`src/rtl/ysyx_25020037_lsu_if.sv`:
```
// rtl/ysyx_25020037_lsu_if.sv - LSU upstream, writeback and memory port bundle
interface ysyx_25020037_lsu_if;
    // upstream (EXU) handshake and operands
    logic        exu_valid;
    logic        lsu_ready;
    logic [63:0] eu_to_lu_bus;
    logic        inst_l;
    logic        inst_s;
    logic [2:0]  funct3;

    // downstream (WBU) handshake and result
    logic        lsu_valid;
    logic        wbu_ready;
    logic [32:0] lu_to_wb_bus;

    // memory request channel
    logic        req_valid;
    logic        req_ready;
    logic        req_wen;
    logic [31:0] req_addr;
    logic [31:0] req_wdata;
    logic [3:0]  req_wstrb;

    // memory response channel
    logic        rsp_valid;
    logic [31:0] rsp_rdata;
    logic        rsp_err;

    // LSU side: issues memory requests, consumes EXU transfers
    modport master (
        input  exu_valid, eu_to_lu_bus, inst_l, inst_s, funct3,
        output lsu_ready,
        output lsu_valid, lu_to_wb_bus,
        input  wbu_ready,
        output req_valid, req_wen, req_addr, req_wdata, req_wstrb,
        input  req_ready,
        input  rsp_valid, rsp_rdata, rsp_err
    );

    // environment side: EXU, WBU and memory
    modport slave (
        output exu_valid, eu_to_lu_bus, inst_l, inst_s, funct3,
        input  lsu_ready,
        input  lsu_valid, lu_to_wb_bus,
        output wbu_ready,
        input  req_valid, req_wen, req_addr, req_wdata, req_wstrb,
        output req_ready,
        output rsp_valid, rsp_rdata, rsp_err
    );
endinterface

```
`src/rtl/ysyx_25020037_lsu.sv`:
```
// rtl/ysyx_25020037_lsu.sv - load/store unit with single outstanding memory access
module ysyx_25020037_lsu #(
    parameter int ADDR_W = 32
) (
    input  logic                       clk,
    input  logic                       rst,
    ysyx_25020037_lsu_if.master        bus
);

    typedef enum logic [1:0] {
        S_IDLE = 2'd0,
        S_REQ  = 2'd1,
        S_RSP  = 2'd2,
        S_DONE = 2'd3
    } state_t;

    state_t              r_state;
    state_t              w_next;

    logic [ADDR_W-1:0]   r_addr;
    logic [31:0]         r_src2;
    logic                r_is_store;
    logic [2:0]          r_funct3;
    logic [32:0]         r_out;

    logic                w_accept;
    logic [ADDR_W-1:0]   w_in_addr;
    logic [31:0]         w_in_src2;
    logic                w_in_mem;
    logic                w_in_fault;
    logic                w_in_done;

    logic [31:0]         w_rd_shift;
    logic [7:0]          w_lane_b;
    logic [15:0]         w_lane_h;
    logic [31:0]         w_load_data;
    logic [31:0]         w_wdata;
    logic [3:0]          w_wstrb;

    assign w_accept  = bus.exu_valid & (r_state == S_IDLE);
    assign w_in_addr = bus.eu_to_lu_bus[63:32];
    assign w_in_src2 = bus.eu_to_lu_bus[31:0];
    assign w_in_mem  = bus.inst_l | bus.inst_s;
    // non-memory ops and faults skip the memory and finish right away
    assign w_in_done = ~w_in_mem | w_in_fault;

    // decide at accept time whether the operation is illegal or misaligned
    always_comb begin
        w_in_fault = 1'b0;
        if (bus.inst_l & bus.inst_s) begin
            w_in_fault = 1'b1;
        end else if (bus.inst_l) begin
            case (bus.funct3)
                3'b011, 3'b110, 3'b111: w_in_fault = 1'b1;
                default:                w_in_fault = 1'b0;
            endcase
        end else if (bus.inst_s) begin
            w_in_fault = bus.funct3[2] | (bus.funct3[1:0] == 2'b11);
        end
        if (w_in_mem) begin
            if ((bus.funct3[1:0] == 2'b01) && w_in_addr[0])
                w_in_fault = 1'b1;
            if ((bus.funct3[1:0] == 2'b10) && (w_in_addr[1:0] != 2'b00))
                w_in_fault = 1'b1;
        end
    end

    // extract the addressed lane from the read word and extend it
    always_comb begin
        w_rd_shift = bus.rsp_rdata >> {r_addr[1:0], 3'b000};
        w_lane_b   = w_rd_shift[7:0];
        w_lane_h   = r_addr[1] ? bus.rsp_rdata[31:16] : bus.rsp_rdata[15:0];
        case (r_funct3)
            3'b000:  w_load_data = {{24{w_lane_b[7]}}, w_lane_b};
            3'b100:  w_load_data = {24'd0, w_lane_b};
            3'b001:  w_load_data = {{16{w_lane_h[15]}}, w_lane_h};
            3'b101:  w_load_data = {16'd0, w_lane_h};
            default: w_load_data = bus.rsp_rdata;
        endcase
    end

    // replicate store data across lanes so the strobe alone picks the bytes
    always_comb begin
        case (r_funct3[1:0])
            2'b00: begin
                w_wdata = {4{r_src2[7:0]}};
                w_wstrb = 4'b0001 << r_addr[1:0];
            end
            2'b01: begin
                w_wdata = {2{r_src2[15:0]}};
                w_wstrb = 4'b0011 << {r_addr[1], 1'b0};
            end
            default: begin
                w_wdata = r_src2;
                w_wstrb = 4'b1111;
            end
        endcase
    end

    // state register
    always_ff @(posedge clk) begin
        if (!rst) begin
            r_state <= S_IDLE;
        end else begin
            r_state <= w_next;
        end
    end

    // next-state logic; a response is only looked at while waiting in RSP
    always_comb begin
        w_next = r_state;
        case (r_state)
            S_IDLE: if (w_accept)       w_next = w_in_done ? S_DONE : S_REQ;
            S_REQ:  if (bus.req_ready)  w_next = S_RSP;
            S_RSP:  if (bus.rsp_valid)  w_next = S_DONE;
            S_DONE: if (bus.wbu_ready)  w_next = S_IDLE;
            default:                    w_next = S_IDLE;
        endcase
    end

    // operand latch and result register, held unchanged through DONE
    always_ff @(posedge clk) begin
        if (!rst) begin
            r_addr     <= '0;
            r_src2     <= 32'd0;
            r_is_store <= 1'b0;
            r_funct3   <= 3'd0;
            r_out      <= 33'd0;
        end else if (w_accept) begin
            r_addr     <= w_in_addr;
            r_src2     <= w_in_src2;
            r_is_store <= bus.inst_s;
            r_funct3   <= bus.funct3;
            if (!w_in_mem)
                r_out <= {1'b0, w_in_addr};
            else if (w_in_fault)
                r_out <= {1'b1, w_in_addr};
        end else if ((r_state == S_RSP) && bus.rsp_valid) begin
            if (bus.rsp_err)
                r_out <= {1'b1, r_addr};
            else if (r_is_store)
                r_out <= 33'd0;
            else
                r_out <= {1'b0, w_load_data};
        end
    end

    // outputs decoded from state; request fields only assert while in REQ
    always_comb begin
        bus.lsu_ready    = (r_state == S_IDLE);
        bus.lsu_valid    = (r_state == S_DONE);
        bus.lu_to_wb_bus = r_out;
        bus.req_valid    = (r_state == S_REQ);
        bus.req_wen      = (r_state == S_REQ) & r_is_store;
        bus.req_addr     = {r_addr[ADDR_W-1:2], 2'b00};
        bus.req_wdata    = w_wdata;
        bus.req_wstrb    = ((r_state == S_REQ) && r_is_store) ? w_wstrb : 4'b0000;
    end

endmodule

```
`src/flat_wrapper.sv`:
```
// flat-port wrapper written by rule: the top's interface ports become plain ports
module ysyx_25020037_lsu_flat 
#(
    parameter int ADDR_W = 32
)
  (clk, rst, bus_exu_valid, bus_eu_to_lu_bus, bus_inst_l, bus_inst_s, bus_funct3, bus_lsu_ready, bus_lsu_valid, bus_lu_to_wb_bus, bus_wbu_ready, bus_req_valid, bus_req_wen, bus_req_addr, bus_req_wdata, bus_req_wstrb, bus_req_ready, bus_rsp_valid, bus_rsp_rdata, bus_rsp_err);
  ysyx_25020037_lsu_if bus_i ();
  input  logic clk;
  input  logic rst;
  input wire logic [$bits(bus_i.exu_valid)-1:0] bus_exu_valid;
  input wire logic [$bits(bus_i.eu_to_lu_bus)-1:0] bus_eu_to_lu_bus;
  input wire logic [$bits(bus_i.inst_l)-1:0] bus_inst_l;
  input wire logic [$bits(bus_i.inst_s)-1:0] bus_inst_s;
  input wire logic [$bits(bus_i.funct3)-1:0] bus_funct3;
  output wire logic [$bits(bus_i.lsu_ready)-1:0] bus_lsu_ready;
  output wire logic [$bits(bus_i.lsu_valid)-1:0] bus_lsu_valid;
  output wire logic [$bits(bus_i.lu_to_wb_bus)-1:0] bus_lu_to_wb_bus;
  input wire logic [$bits(bus_i.wbu_ready)-1:0] bus_wbu_ready;
  output wire logic [$bits(bus_i.req_valid)-1:0] bus_req_valid;
  output wire logic [$bits(bus_i.req_wen)-1:0] bus_req_wen;
  output wire logic [$bits(bus_i.req_addr)-1:0] bus_req_addr;
  output wire logic [$bits(bus_i.req_wdata)-1:0] bus_req_wdata;
  output wire logic [$bits(bus_i.req_wstrb)-1:0] bus_req_wstrb;
  input wire logic [$bits(bus_i.req_ready)-1:0] bus_req_ready;
  input wire logic [$bits(bus_i.rsp_valid)-1:0] bus_rsp_valid;
  input wire logic [$bits(bus_i.rsp_rdata)-1:0] bus_rsp_rdata;
  input wire logic [$bits(bus_i.rsp_err)-1:0] bus_rsp_err;
  assign bus_i.exu_valid = bus_exu_valid;
  assign bus_i.eu_to_lu_bus = bus_eu_to_lu_bus;
  assign bus_i.inst_l = bus_inst_l;
  assign bus_i.inst_s = bus_inst_s;
  assign bus_i.funct3 = bus_funct3;
  assign bus_lsu_ready = bus_i.lsu_ready;
  assign bus_lsu_valid = bus_i.lsu_valid;
  assign bus_lu_to_wb_bus = bus_i.lu_to_wb_bus;
  assign bus_i.wbu_ready = bus_wbu_ready;
  assign bus_req_valid = bus_i.req_valid;
  assign bus_req_wen = bus_i.req_wen;
  assign bus_req_addr = bus_i.req_addr;
  assign bus_req_wdata = bus_i.req_wdata;
  assign bus_req_wstrb = bus_i.req_wstrb;
  assign bus_i.req_ready = bus_req_ready;
  assign bus_i.rsp_valid = bus_rsp_valid;
  assign bus_i.rsp_rdata = bus_rsp_rdata;
  assign bus_i.rsp_err = bus_rsp_err;
  ysyx_25020037_lsu #(.ADDR_W(ADDR_W)) u_core (.clk(clk), .rst(rst), .bus(bus_i));
endmodule
```
`config.mk`:
```
export PLATFORM = sky130hd
export DESIGN_NAME = ysyx_25020037_lsu_flat
export DESIGN_NICKNAME = d
export VERILOG_FILES = /design/src/rtl/ysyx_25020037_lsu_if.sv /design/src/rtl/ysyx_25020037_lsu.sv /design/src/flat_wrapper.sv
export SDC_FILE = /design/constraint.sdc
export NUM_CORES = 1
export LEC_CHECK = 0
export ABC_CLOCK_PERIOD_IN_PS = 2900
export BUFFER_PORTS_ARGS = -buffer_cell sky130_fd_sc_hd__buf_2
export CORE_UTILIZATION = 49
export DETAILED_ROUTE_END_ITERATION = 10
export GPL_ROUTABILITY_DRIVEN = 0
export GPL_TIMING_DRIVEN = 0
export PLACE_DENSITY_LB_ADDON = 0.05
export RECOVER_POWER = 100
export SLEW_MARGIN = 20
export SYNTH_ARGS = -nofsm -noshare
export SYNTH_HDL_FRONTEND = slang
export SYNTH_SLANG_ARGS = --single-unit
```
`constraint.sdc`:
```
create_clock -name clk -period 2.9 [get_ports clk]
set_clock_uncertainty 0.1 [all_clocks]
set_input_delay 0.725 -clock clk [delete_from_list [all_inputs] [get_ports clk]]
set_output_delay 0.725 -clock clk [all_outputs]
set_load 0.01 [all_outputs]
```
# --- Word level (Yosys, flattened, before mapping) ---
# Index checks and enable logic that the tools add are counted.
word_totals:
  regBits: 103
  latch_bits: 0
  mem_bits_rw: 0
  mem_bits_ro: 0
  in_bits: 108
  wordCells: 70
  memories: 0
op_classes:
  addsub: 0
  mul: 0
  n_div: 0
  n_lt_le_gt_ge: 0
  eq_ne: 18
  n_shift: 3
  n_mux: 24
  n_bitwise: 7
  n_reduce_logical: 12
op_table:
  columns: ["op", "count"]
  rows:
  - ["33-bit 2-to-1 mux", 5]
  - ["32-bit case mux with 4 select lines", 1]
  - ["32-bit case mux with 2 select lines", 1]
  - ["32-bit 2-to-1 mux", 1]
  - ["32-bit by 5-bit right shift with 8-bit output", 1]
  - ["16-bit 2-to-1 mux", 1]
  - ["3-bit equality test (second input constant)", 4]
  - ["2-bit 2-to-1 mux", 5]
  - ["2-bit equality test (second input constant)", 4]
  - ["2-bit case mux with 4 select lines", 1]
  - ["4-bit case mux with 2 select lines", 1]
  - ["1-bit 2-to-1 mux", 7]
  - ["2-bit by 1-bit equality test with 1-bit output (second input constant)", 3]
  - ["2-bit by 1-bit != test with 1-bit output (second input constant)", 3]
  - ["1-bit logical AND", 4]
  - ["2-bit zero test", 2]
  - ["4-bit 2-to-1 mux", 1]
  - ["4-bit AND reduction", 1]
  - ["2-bit nonzero test", 2]
  - ["1-bit by 2-bit << shifter with 4-bit output (first input constant)", 1]
  - ["2-bit by 2-bit << shifter with 4-bit output (first input constant)", 1]
  - ["1-bit AND", 3]
  - ["3-bit by 1-bit equality test with 1-bit output (second input constant)", 1]
  - ["3-bit by 2-bit equality test with 1-bit output (second input constant)", 1]
  - ["7 further kinds", 9]

# --- Logic depth before layout (Yosys ltp) ---
# Gate-level depths: netlist of run 1.
depth:
  ltp_word: 12
  mapped_depth: 10
  mapped_depth_nobuf: 7

# --- Least setup slack after synthesis of run 1 ---
# No wires, ideal clock.
synth_timing:
  path_type: "register to output"
  from: "reg u_core.r_funct3[1]"
  to: "out bus_req_wdata[16]"
  t_arrival_ns: 1.509
  required_ns: 2.075
  path_slack_ns: 0.566
  path_stages_with_launch: 5
  cell_sequence: "dfxtp_1 buf_2 buf_1 clkbuf_1 mux2_2"
synth_between:
  elab_chain_cells: 2
  elab_cells_between_ends: 3
  cone_classes: "1 x eq/ne; 1 x mux; 1 x reduce/logical"
synth_rtl:
  columns: ["item", "line_no", "rtl"]
  rows:
  - ["from (decl)", "ysyx_25020037_lsu.sv:23", "logic [2:0] r_funct3;"]
  - ["from (signal assigned)", "ysyx_25020037_lsu.sv:133", "r_funct3 <= bus.funct3;"]
  - ["2-bit by 1-bit equality test with 1-bit output or 2-bit zero test (tied branches)", "ysyx_25020037_lsu.sv:84", "case (r_funct3[1:0])"]
  - ["32-bit case mux with 2 select lines *", "ysyx_25020037_lsu.sv:84", null]
  - ["to (decl)", "flat_wrapper.sv:22", "output wire logic [$bits(bus_i.req_wdata)-1:0] bus_req_wdata;"]
# Mark *: on every way between the ends. The rest lies on a longest branch, timed or not.

# --- Worst setup path after layout of run 1 ---
layout_timing:
  from: "reg u_core.r_funct3[0]"
  to: "out bus_req_wdata[24]"
# The elaborated chain is that of the path after synthesis.

==> qor.yml, run 1 <==
synth_edf_count: 0
post-route-drc-count: 0
ys_warn_count: 0
p_per_area_nw_per_um2: 809
viasPerCell: 5.65
peakVddDrop_mv: 0.428
post-place-cells: 1008
synth_top_family_by_area: "compound AO/OA/AOI/OAI gates"
worstReg2RegStart: "u_core.r_state[0]"
fin_crit_sh_pct: 96.6
rr_endpoint: "u_core.bus.lu_to_wb_bus[9]"
fp-row-count: 37
muxShareOfSynthArea_pct: 7.14
p_leak_nw: 2.81
synthToLayoutAreaGrowth_pct: 25.1
die_w_microns: 106
pre_cts_slack_ns: -0.00408
hp-class: "flop to flop"
worst_slack_ns: 0.0972
ys_async_sr_fraction_pct: 0
ys_seq_elements: 103
outcome: "complete, no violations"
grt_max_degree: 20
syn_area_sq_um: 5340
tightest_slew_ns: 1.07
reg2reg_depth: 7
total_power_mw: 5.41
drtIter0Drc: 489
cts_max_path_buffers: 2
placeableCoreArea_sq_um: 10500
grt_pass1_vias: 5504
hold_depth: 2
crit_end: "bus_req_wdata[24]"
nets: 994
ios: 213
tns_ns: 0
nFillCells: 1021
synth_cell_type_count: 43
clk_pin_slew_ns: 0.10
dr.pass1.iters: 6
crit_required_ns: 2.08
synthXorXnorAreaFrac_pct: 0
cap_violations: 0
drive_above_1_share_pct: 27.3
cts_sinks: 103
antenna_found_initial: 0
regArea_sq_um: 2060
crit_arrival_ns: 1.98
crit_start: "u_core.r_funct3[0]"
final_area_sq_um: 6690
setup_viol: 0
finalMaxSlewViolations: 0
cts.htree.levels: 3
synth_compound_area_share_pct: 28.9
hold_viol: 0
cts_tree: "built"
fin_cells: 1022
setup.worst_path.end_class: "primary output"
numCtsBuffers: 9
cts_root_buf: "clkbuf_8"
synthAdderAreaFrac_pct: 0.937
place_area_sq_um: 6570
path_max_fanout: 10
ant_nets: 0
synth_simple_gate_area_share_pct: 13.7
clk_latency_ns: 0.37
max_slew_margin_pct: 28.4
synth-seq-area-share_pct: 38.6
timing.fmax_ghz: 0.357
synth_top_flop_cell: "dfxtp_1"
dp_hpwl_mm: 13.9
critical_path_class: "flop to primary output"
initial_core_util_pct: 51.1
r2r_setup_slack_ns: 0.25
overflow: 0
grt_pass1_wl_mm: 28.1
numPortBuffers: 210
min_period_ns: 2.80
crit_path_start_kind: "flop"
routed_wl_mm: 18.3
track_usage_pct: 32.0
avgSynthCellArea_sq_um: 8.08
synthCells: 661
route.vias.total: 5779
multiInputGateArea_sq_um: 2720
dieArea_sq_um: 11300
wire_per_inst_microns: 17.9
die_h_microns: 106
n_antenna_cell: 0
## cell usage after synthesis (9+ instances only)
library cell / count / area (sq um)
mux2i_1: 10 / 100
dfxtp_1: 103 / 2060
clkbuf_1: 33 / 124
a22o_1: 14 / 123
a41oi_1: 9 / 78.8
a21oi_1: 63 / 315
o21ai_0: 51 / 255
nand2_1: 162 / 608
a222oi_1: 24 / 240
buf_4: 40 / 300
a21o_1: 16 / 120
mux2_2: 25 / 282
a21boi_0: 27 / 203
inv_1: 11 / 41.3
buf_2: 13 / 65.1
## state kept, by name, indices dropped and copies added (netlist names)
register / cells
u_core.bus.lu_to_wb_bus: 33
u_core.r_addr: 32
u_core.r_src2: 32
u_core.r_funct3: 3
u_core.r_state: 2
u_core.r_is_store: 1
## timing repair
item / CTS / global route
hold endpoints to repair: 0 / 0
setup buffers: 0 / 0
gates resized for setup: 4 / 4
hold buffers: 0 / 0
endpoints found under the setup margin: 21 / 8
pin swaps: 0 / 0
## final cells by class
class,count,area share [%]
inverters,12,0.674
plain buffers,91,7.90
flip-flops and latches,103,30.8
repair buffers,210,14.4
clock inverters,5,0.880
multi-input cells,455,40.7
well taps,136,2.55
clock buffers,10,2.06
## stage by stage
| step | hold slack (ns) | util, % |
|---|---|---|
| 2_1_floorplan | 0.340 | - |
| 3_3_place_gp | 0.348 | 62.8 |
| 3_5_place_dp | 0.361 | 62.8 |
| 4_1_cts | 0.375 | 64.7 |
| 5_1_grt | 0.401 | 63.9 |
| 6_report | 0.376 | 63.9 |
## logic make-up after synthesis
family,count (synthesis)
flops,103
fa+ha+maj,4
buf+inv,104
other cells,1
mux,35
simple gates,183
compound gates,231
## layer usage
metal  vias to the layer above  wire, microns  track usage, %
met4                         0            339            11.7
met2                       337           8460            51.2
met3                        27           1730            6.19
met5                         -              0               0
met1                      2676           7820            42.7
li1                       2739              -               -
## cell usage in the layout (no fill, tap or decap), types with 11 or more instances in the layout
cell,count
a21boi_0,27
a21o_1,16
a21oi_1,63
clkbuf_4,19
a22o_1,14
buf_2,149
nand2_1,162
buf_4,23
dfxtp_1,103
a222oi_1,24
o21ai_0,51
inv_1,11
mux2_2,25
clkbuf_1,104
## how the worst min path moves through the flow
stage                         to              start  slack [ns]
2_1_floorplan  u_core.r_src2[16]  u_core.r_src2[16]        0.34
3_3_place_gp   u_core.r_src2[19]  u_core.r_src2[19]        0.35
3_5_place_dp   u_core.r_src2[18]  u_core.r_src2[18]        0.36
4_1_cts         u_core.r_addr[6]   u_core.r_addr[6]        0.38
5_1_grt         u_core.r_addr[9]   u_core.r_addr[9]        0.40
6_report       u_core.r_src2[20]  u_core.r_src2[20]        0.38
## power breakdown
group          internal [mW]  leakage (nW)  switching (mW)
sequential              1.75         0.846           0.239
clock                  0.418        0.0944           0.503
combinational          0.961          1.87            1.54
## worst max-delay path, stage by stage, from the launching register on
cell	delay [ns]
dfxtp_1	0.46
clkbuf_2	0.32
clkbuf_4	0.31
mux2i_1	0.24
o21ai_0	0.11
buf_2	0.16
No activity file was read; power rests on OpenSTA's default activity.
==> inputs of run 2 (changes only) <==
ABC_AREA = 1   (was not set)
ABC_CLOCK_PERIOD_IN_PS = 2600   (was 2900)
CORE_UTILIZATION = 50   (was 49)
clock period = 2.6 ns   (was 2.9 ns; I/O delays follow)
==> run 2 against run 1 <==
The run now ends with DRC left. Synthesized cell count increased by 44%. Clock-buffer cell count increased by 1. Die area increased by 8.7%. Flip-flop and latch count unchanged. Cell count increased by 29%. Largest cell class unchanged. Largest power group unchanged. Highest routed layer unchanged.
==> qor.yml, run 2 <==
synth_edf_count: 0  # unchanged
synth-seq-area-share_pct: 34.7  # was 38.6%
tns_ns: 0  # unchanged
cts.htree.levels: 3  # unchanged
overflow: 0  # unchanged
cts_tree: "built"  # unchanged
dr.pass1.iters: 8  # was 6
crit_path_top_delay_cell: "dfxtp_1"  # unchanged
critical_path_class: "flop to primary output"  # unchanged
cts_sinks: 103  # unchanged
seqPwrFrac_pct: 32.3  # was 36.8%
avgSynthCellArea_sq_um: 6.26  # was 8.08 sq um
numPortBuffers: 209  # was 210
initial_core_util_pct: 51.6  # was 51.1%
slowest_delay_ns: 0.34  # was 0.46 ns
post-synth-top-area-fraction_pct: 34.7  # was 38.6%
grt_setup_unrepaired: "false"
ys_warn_count: 0  # unchanged
synthAdderAreaFrac_pct: 0.843  # was 0.937%
crit_arrival_ns: 1.72  # was 1.98 ns
ios: 213  # unchanged
pwr-share-clk_pct: 18.5  # was 17.0%
ys_async_sr_fraction_pct: 0  # unchanged
ant_nets: 0  # unchanged
cts_hold_buf: 0  # unchanged
p_per_area_nw_per_um2: 974  # was 809 nW/um^2
crit_path_start_kind: "flop"  # unchanged
die_w_microns: 111  # was 106 microns
tightest_slew_ns: 0.567  # was 1.07 ns
n_antenna_cell: 0  # unchanged
fin_crit_sh_pct: 94.8
finalMaxSlewViolations: 0  # unchanged
placeableCoreArea_sq_um: 11500  # was 10500 sq um
synthXorXnorAreaFrac_pct: 0  # unchanged
ys_seq_elements: 103  # unchanged
viasPerCell: 5.03  # was 5.65
final_common_cell: "nand2_1"  # unchanged
synth_top_flop_cell: "dfxtp_1"  # unchanged
routed_wl_mm: 18.7  # was 18.3 mm
path_max_fanout: 19  # was 10
fp-row-count: 39  # was 37
yosysMostFrequentCell: "nand2_1"  # unchanged
post-route-drc-count: 26  # was 0
hp-class: "flop to flop"  # unchanged
max_slew_margin_pct: 62.2  # was 28.4%
grt_max_degree: 20  # unchanged
synth_top_family_by_area: "simple AND/OR/NAND/NOR gates"  # was compound AO/OA/AOI/OAI gates
pwr-share-comb_pct: 49.2  # was 46.2%
swShare_pct: 44.4  # was 42.1%
violations: "DRC"
drive_above_1_share_pct: 20.3  # was 27.3%
synth_compound_area_share_pct: 8.18  # was 28.9%
final_area_sq_um: 7310  # was 6690 sq um
grt_pass1_wl_mm: 29.5  # was 28.1 mm
whs_ns: 0.383  # was 0.376 ns
place_area_sq_um: 7170  # was 6570 sq um
switchingPower_mw: 3.17  # was 2.28 mW
cts_root_buf: "clkbuf_16"  # was clkbuf_8
timing.fmax_ghz: 0.406
nets: 1280  # was 994
numCtsBuffers: 9  # unchanged
synthCells: 949  # was 661
track_usage_pct: 30.4  # was 32.0%
post_cts_buffers: 0  # unchanged
hold_viol: 0  # unchanged
synth_simple_gate_area_share_pct: 42.8  # was 13.7%
syn_area_sq_um: 5940  # was 5340 sq um
crit_required_ns: 1.85  # was 2.08 ns
largest_reg_flops: 33  # unchanged
antenna_found_initial: 0  # unchanged
cts-resized-gates: 0  # was 4
muxShareOfSynthArea_pct: 0  # was 7.14%
cts_max_path_buffers: 2  # unchanged
wire_per_inst_microns: 14.2  # was 17.9 microns
setup.worst_path.end_class: "primary output"  # unchanged
synth_cell_type_count: 28  # was 43
outcome: "finished with violations"  # was complete, no violations
cap_violations: 0  # unchanged
dieArea_sq_um: 12300  # was 11300 sq um
ys_top_cells_by_count: "nand2_1, nor2_1, dfxtp_1, nand3_1, inv_1"  # was nand2_1, dfxtp_1, a21oi_1, o21ai_0, buf_4
clk_pin_slew_ns: 0.07  # was 0.10 ns
grt_pass1_vias: 5820  # was 5504
r2r_setup_slack_ns: 0.25  # about the same
die_h_microns: 111  # was 106 microns
drtIter0Drc: 631  # was 489
synth_area_leader_cell: "dfxtp_1"  # unchanged
clk_latency_ns: 0.35  # was 0.37 ns
p_leak_nw: 3.78  # was 2.81 nW
crit_chain: "nor2_2 > clkbuf_4 > nand3_1 > a31oi_1 > clkbuf_2"  # was clkbuf_2 > clkbuf_4 > mux2i_1 > o21ai_0 > buf_2
setup_viol: 0  # unchanged
synthTopCellsByArea: "dfxtp_1, nand2_1, nor2_1, buf_4, nand3_1"  # was dfxtp_1, nand2_1, a21oi_1, buf_4, mux2_2
layout_common_cells: "nand2_1, nor2_1, buf_2, dfxtp_1, clkbuf_1"  # was nand2_1, buf_2, clkbuf_1, dfxtp_1, a21oi_1
p_int_mw: 3.96  # was 3.13 mW
total_power_mw: 7.13  # was 5.41 mW
dp_hpwl_mm: 14.5  # was 13.9 mm
min_period_ns: 2.47
peakVddDrop_mv: 0.495  # was 0.428 mV
synthToLayoutAreaGrowth_pct: 23.2  # was 25.1%
route.vias.total: 6614  # was 5779
-- run 2: path summary, 6_finish.rpt --
path                 startpoint                     endpoint  cells past startpoint
max reg2reg   u_core.r_state[0]  u_core.bus.lu_to_wb_bus[20]                      9
max          u_core.r_funct3[0]             bus_req_wstrb[2]                      5
min reg2reg   u_core.r_addr[30]            u_core.r_addr[30]                      2
min           u_core.r_addr[30]            u_core.r_addr[30]                      2
-- run 2: power by group through the flow --
| stage | clock [mW] | combinational (mW) | sequential, mW |
|---|---|---|---|
| global route | 1.39 | 3.93 | 2.35 |
| CTS | 1.33 | 3.61 | 2.29 |
| detailed placement | 0 | 3.60 | 2.32 |
| finish | 1.32 | 3.50 | 2.30 |
| global placement | 0 | 3.59 | 2.32 |
| floorplan | 0 | 2.41 | 2.33 |
-- run 2: per-layer routing --
layer	global-route usage (%)	vias up	share of wire, %
met5	0	-	0
met4	9.32	0	1.5
met3	3.72	24	8.2
met2	45.3	298	42
met1	45.4	2932	48
li1	-	3360	-
-- run 2: cells by family (layout without fill, tap and decap cells) --
kind of cell,count (synthesis),count (layout)
and+or+nand+nor,592,592
adders and majority gates,4,4
DFF,103,103
AOI/OAI and AO/OA,92,92
buffers and inverters,157,380
other,1,2
-- run 2: metrics by stage --
step / utilization [%] / std cells / worst slack, ns
floorplan: - / 950 / 0.691
finish: 63.5 / 1316 / 0.134
global route: 63.5 / 1316 / 0.0152
detailed placement: 62.2 / 1302 / 0.320
global placement: 62.2 / 1302 / 0.311
CTS: 64.6 / 1316 / 0.0741
-- run 2: worst max-delay path, delay by kind of cell (launching register included) --
family	cells	cell delay, ns
buf+inv	2	0.47
simple gates	2	0.35
flops	1	0.34
compound gates	1	0.21
-- run 2: cell type report --
cell class              count  area (sq um)
plain buffers              88           531
clock buffers              11           243
clock inverters             5          41.3
fillers                  1245          4200
inverters                  67           251
multi-input cells         690          3050
flip-flops and latches    103          2060
well taps                 143           179
repair buffers            209           960
==> inputs of run 3 (changes only) <==
CORE_ASPECT_RATIO = 1.4   (was not set)
==> run 3 against run 2 <==
Setup slack worse by 0.0082 ns. Sequential share of layout area down 0.12 points. Largest cell class unchanged. Combinational power up 1%. Via count up 0.26%. Clock power up 3%. Core utilization up 0.62 points. Power up 1.1%. Non-clock buffer count up 1. Cell count about the same. Register-to-register slack worse by 0.12 ns. The flow now finishes without violations. Flip-flop and latch count unchanged.
==> qor.yml, run 3 (synthesis gave the netlist of run 2 again) <==
outcome: "complete, no violations"  # was finished with violations
layout_common_cells: "nand2_1, nor2_1, buf_2, clkbuf_1, dfxtp_1"  # was nand2_1, nor2_1, buf_2, dfxtp_1, clkbuf_1
timing.fmax_ghz: 0.404  # was 0.406 GHz
initial_core_util_pct: 51.8  # was 51.6%
die_w_microns: 94.1  # was 111 microns
wire_per_inst_microns: 14.4  # was 14.2 microns
overflow: 0  # unchanged
hp-class: "flop to flop"  # unchanged
p_per_area_nw_per_um2: 981  # was 974 nW/um^2
ios: 213  # unchanged
path_max_fanout: 10  # was 19
cts_sinks: 103  # unchanged
die_h_microns: 131  # was 111 microns
finalMaxSlewViolations: 0  # unchanged
hold_viol: 0  # unchanged
cts.htree.levels: 3  # unchanged
peakVddDrop_mv: 0.487  # was 0.495 mV
p_leak_nw: 3.75  # was 3.78 nW
viasPerCell: 5.03  # about the same
synthToLayoutAreaGrowth_pct: 23.7  # was 23.2%
dr.pass1.iters: 5  # was 8
n_antenna_cell: 0  # unchanged
track_usage_pct: 30.3  # was 30.4%
crit_path_start_kind: "flop"  # unchanged
cts_tree: "built"  # unchanged
antenna_found_initial: 0  # unchanged
fin_crit_sh_pct: 95.2  # was 94.8%
placeableCoreArea_sq_um: 11500  # about the same
cts_hold_buf: 0  # unchanged
numPortBuffers: 209  # unchanged
clk_latency_ns: 0.35  # about the same
grt_setup_unrepaired: "false"  # unchanged
dp_hpwl_mm: 15.1  # was 14.5 mm
worst_slack_ns: 0.126  # was 0.134 ns
route.vias.total: 6631  # was 6614
dieArea_sq_um: 12300  # about the same
cap_violations: 0  # unchanged
clk_pin_slew_ns: 0.07  # about the same
numCtsBuffers: 9  # unchanged
grt_max_degree: 20  # unchanged
crit_path_top_delay_cell: "nand3_1"  # was dfxtp_1
critical_path_class: "flop to flop"  # was flop to primary output
grt_pass1_vias: 5731  # was 5820
tightest_slew_ns: 0.710  # was 0.567 ns
max_slew_margin_pct: 52.6  # was 62.2%
nets: 1281  # was 1280
cts_max_path_buffers: 2  # unchanged
final_area_sq_um: 7350  # was 7310 sq um
largest_reg_flops: 33  # unchanged
final_common_cell: "nand2_1"  # unchanged
crit_chain: "inv_1 > ha_1 > nand2_1 > nand3_1 > nand2_4 > buf_4 > nand2_1 > nor2_1 > nor2_1"  # was nor2_2 > clkbuf_4 > nand3_1 > a31oi_1 > clkbuf_2
crit_required_ns: 2.74  # was 1.85 ns
tns_ns: 0  # unchanged
grt_pass1_wl_mm: 28.0  # was 29.5 mm
setup_viol: 0  # unchanged
ant_nets: 0  # unchanged
total_power_mw: 7.20  # was 7.13 mW
pre_cts_slack_ns: 0.317  # was 0.320 ns
min_period_ns: 2.47  # about the same
setup.worst_path.end_class: "flop"  # was primary output
fin_cells: 1317  # was 1316
cts_root_buf: "clkbuf_16"  # unchanged
nFillCells: 1207  # was 1245
post-place-cells: 1303  # was 1302
routed_wl_mm: 19.0  # was 18.7 mm
post-route-drc-count: 0  # was 26
whs_ns: 0.380  # was 0.383 ns
final_util_pct: 64.1  # was 63.5%
place_area_sq_um: 7170  # about the same
slowest_delay_ns: 0.45  # was 0.34 ns
drtIter0Drc: 294  # was 631
drive_above_1_share_pct: 20.5  # was 20.3%
post_cts_buffers: 0  # unchanged
fp-row-count: 46  # was 39
crit_arrival_ns: 2.61  # was 1.72 ns
-- run 3: area by class of cell --
class / instances / area [sq um] / area share [%]
multi-input combinational: 690 / 3080 / 41.9
sequential: 103 / 2060 / 28.1
timing repair buffer: 209 / 947 / 12.9
buffer: 89 / 539 / 7.34
inverter: 67 / 251 / 3.42
clock buffer: 9 / 225 / 3.07
tap: 144 / 180 / 2.45
clock inverter: 6 / 61.3 / 0.835
-- run 3: worst max-delay path, delay by kind of cell, from the launching register on --
kind	cells	cell delay, ns
adder cells (fa/ha/maj)	1	0.25
buffers and inverters	2	0.26
flip-flops	1	0.39
AND/OR/NAND/NOR	6	1.35
-- run 3: final timing paths --
check / startpoint / to / slack (ns) / cells past startpoint
worst max-delay path: u_core.r_state[0] / u_core.bus.lu_to_wb_bus[16] / 0.13 / 9
worst min-delay path: u_core.r_src2[9] / u_core.r_src2[9] / 0.38 / 2
worst max register to register: u_core.r_state[0] / u_core.bus.lu_to_wb_bus[16] / 0.13 / 9
worst min register to register: u_core.r_src2[9] / u_core.r_src2[9] / 0.38 / 2
-- run 3: what timing repair did --
action                                  CTS  global route
hold endpoints to repair                  0             0
gates resized for setup                   1             1
cloned                                    0             0
endpoints found under the setup margin   17             1
-- run 3: power by group --
| part | total (mW) | switching (mW) | leakage (nW) | internal, mW |
|---|---|---|---|---|
| sequential | 2.31 | 0.300 | 0.848 | 2.01 |
| combinational | 3.54 | 2.25 | 2.76 | 1.28 |
| clock | 1.36 | 0.619 | 0.141 | 0.740 |
| total | 7.20 | 3.17 | 3.75 | 4.03 |
-- run 3: metal layers --
metal  vias up  wire length [microns]  track usage, %
met5         -                      0               0
met4         0                   1010            17.2
met3        63                   1230            5.38
met2       285                   9660            56.0
met1      2928                   7070            32.1
li1       3355                      -               -
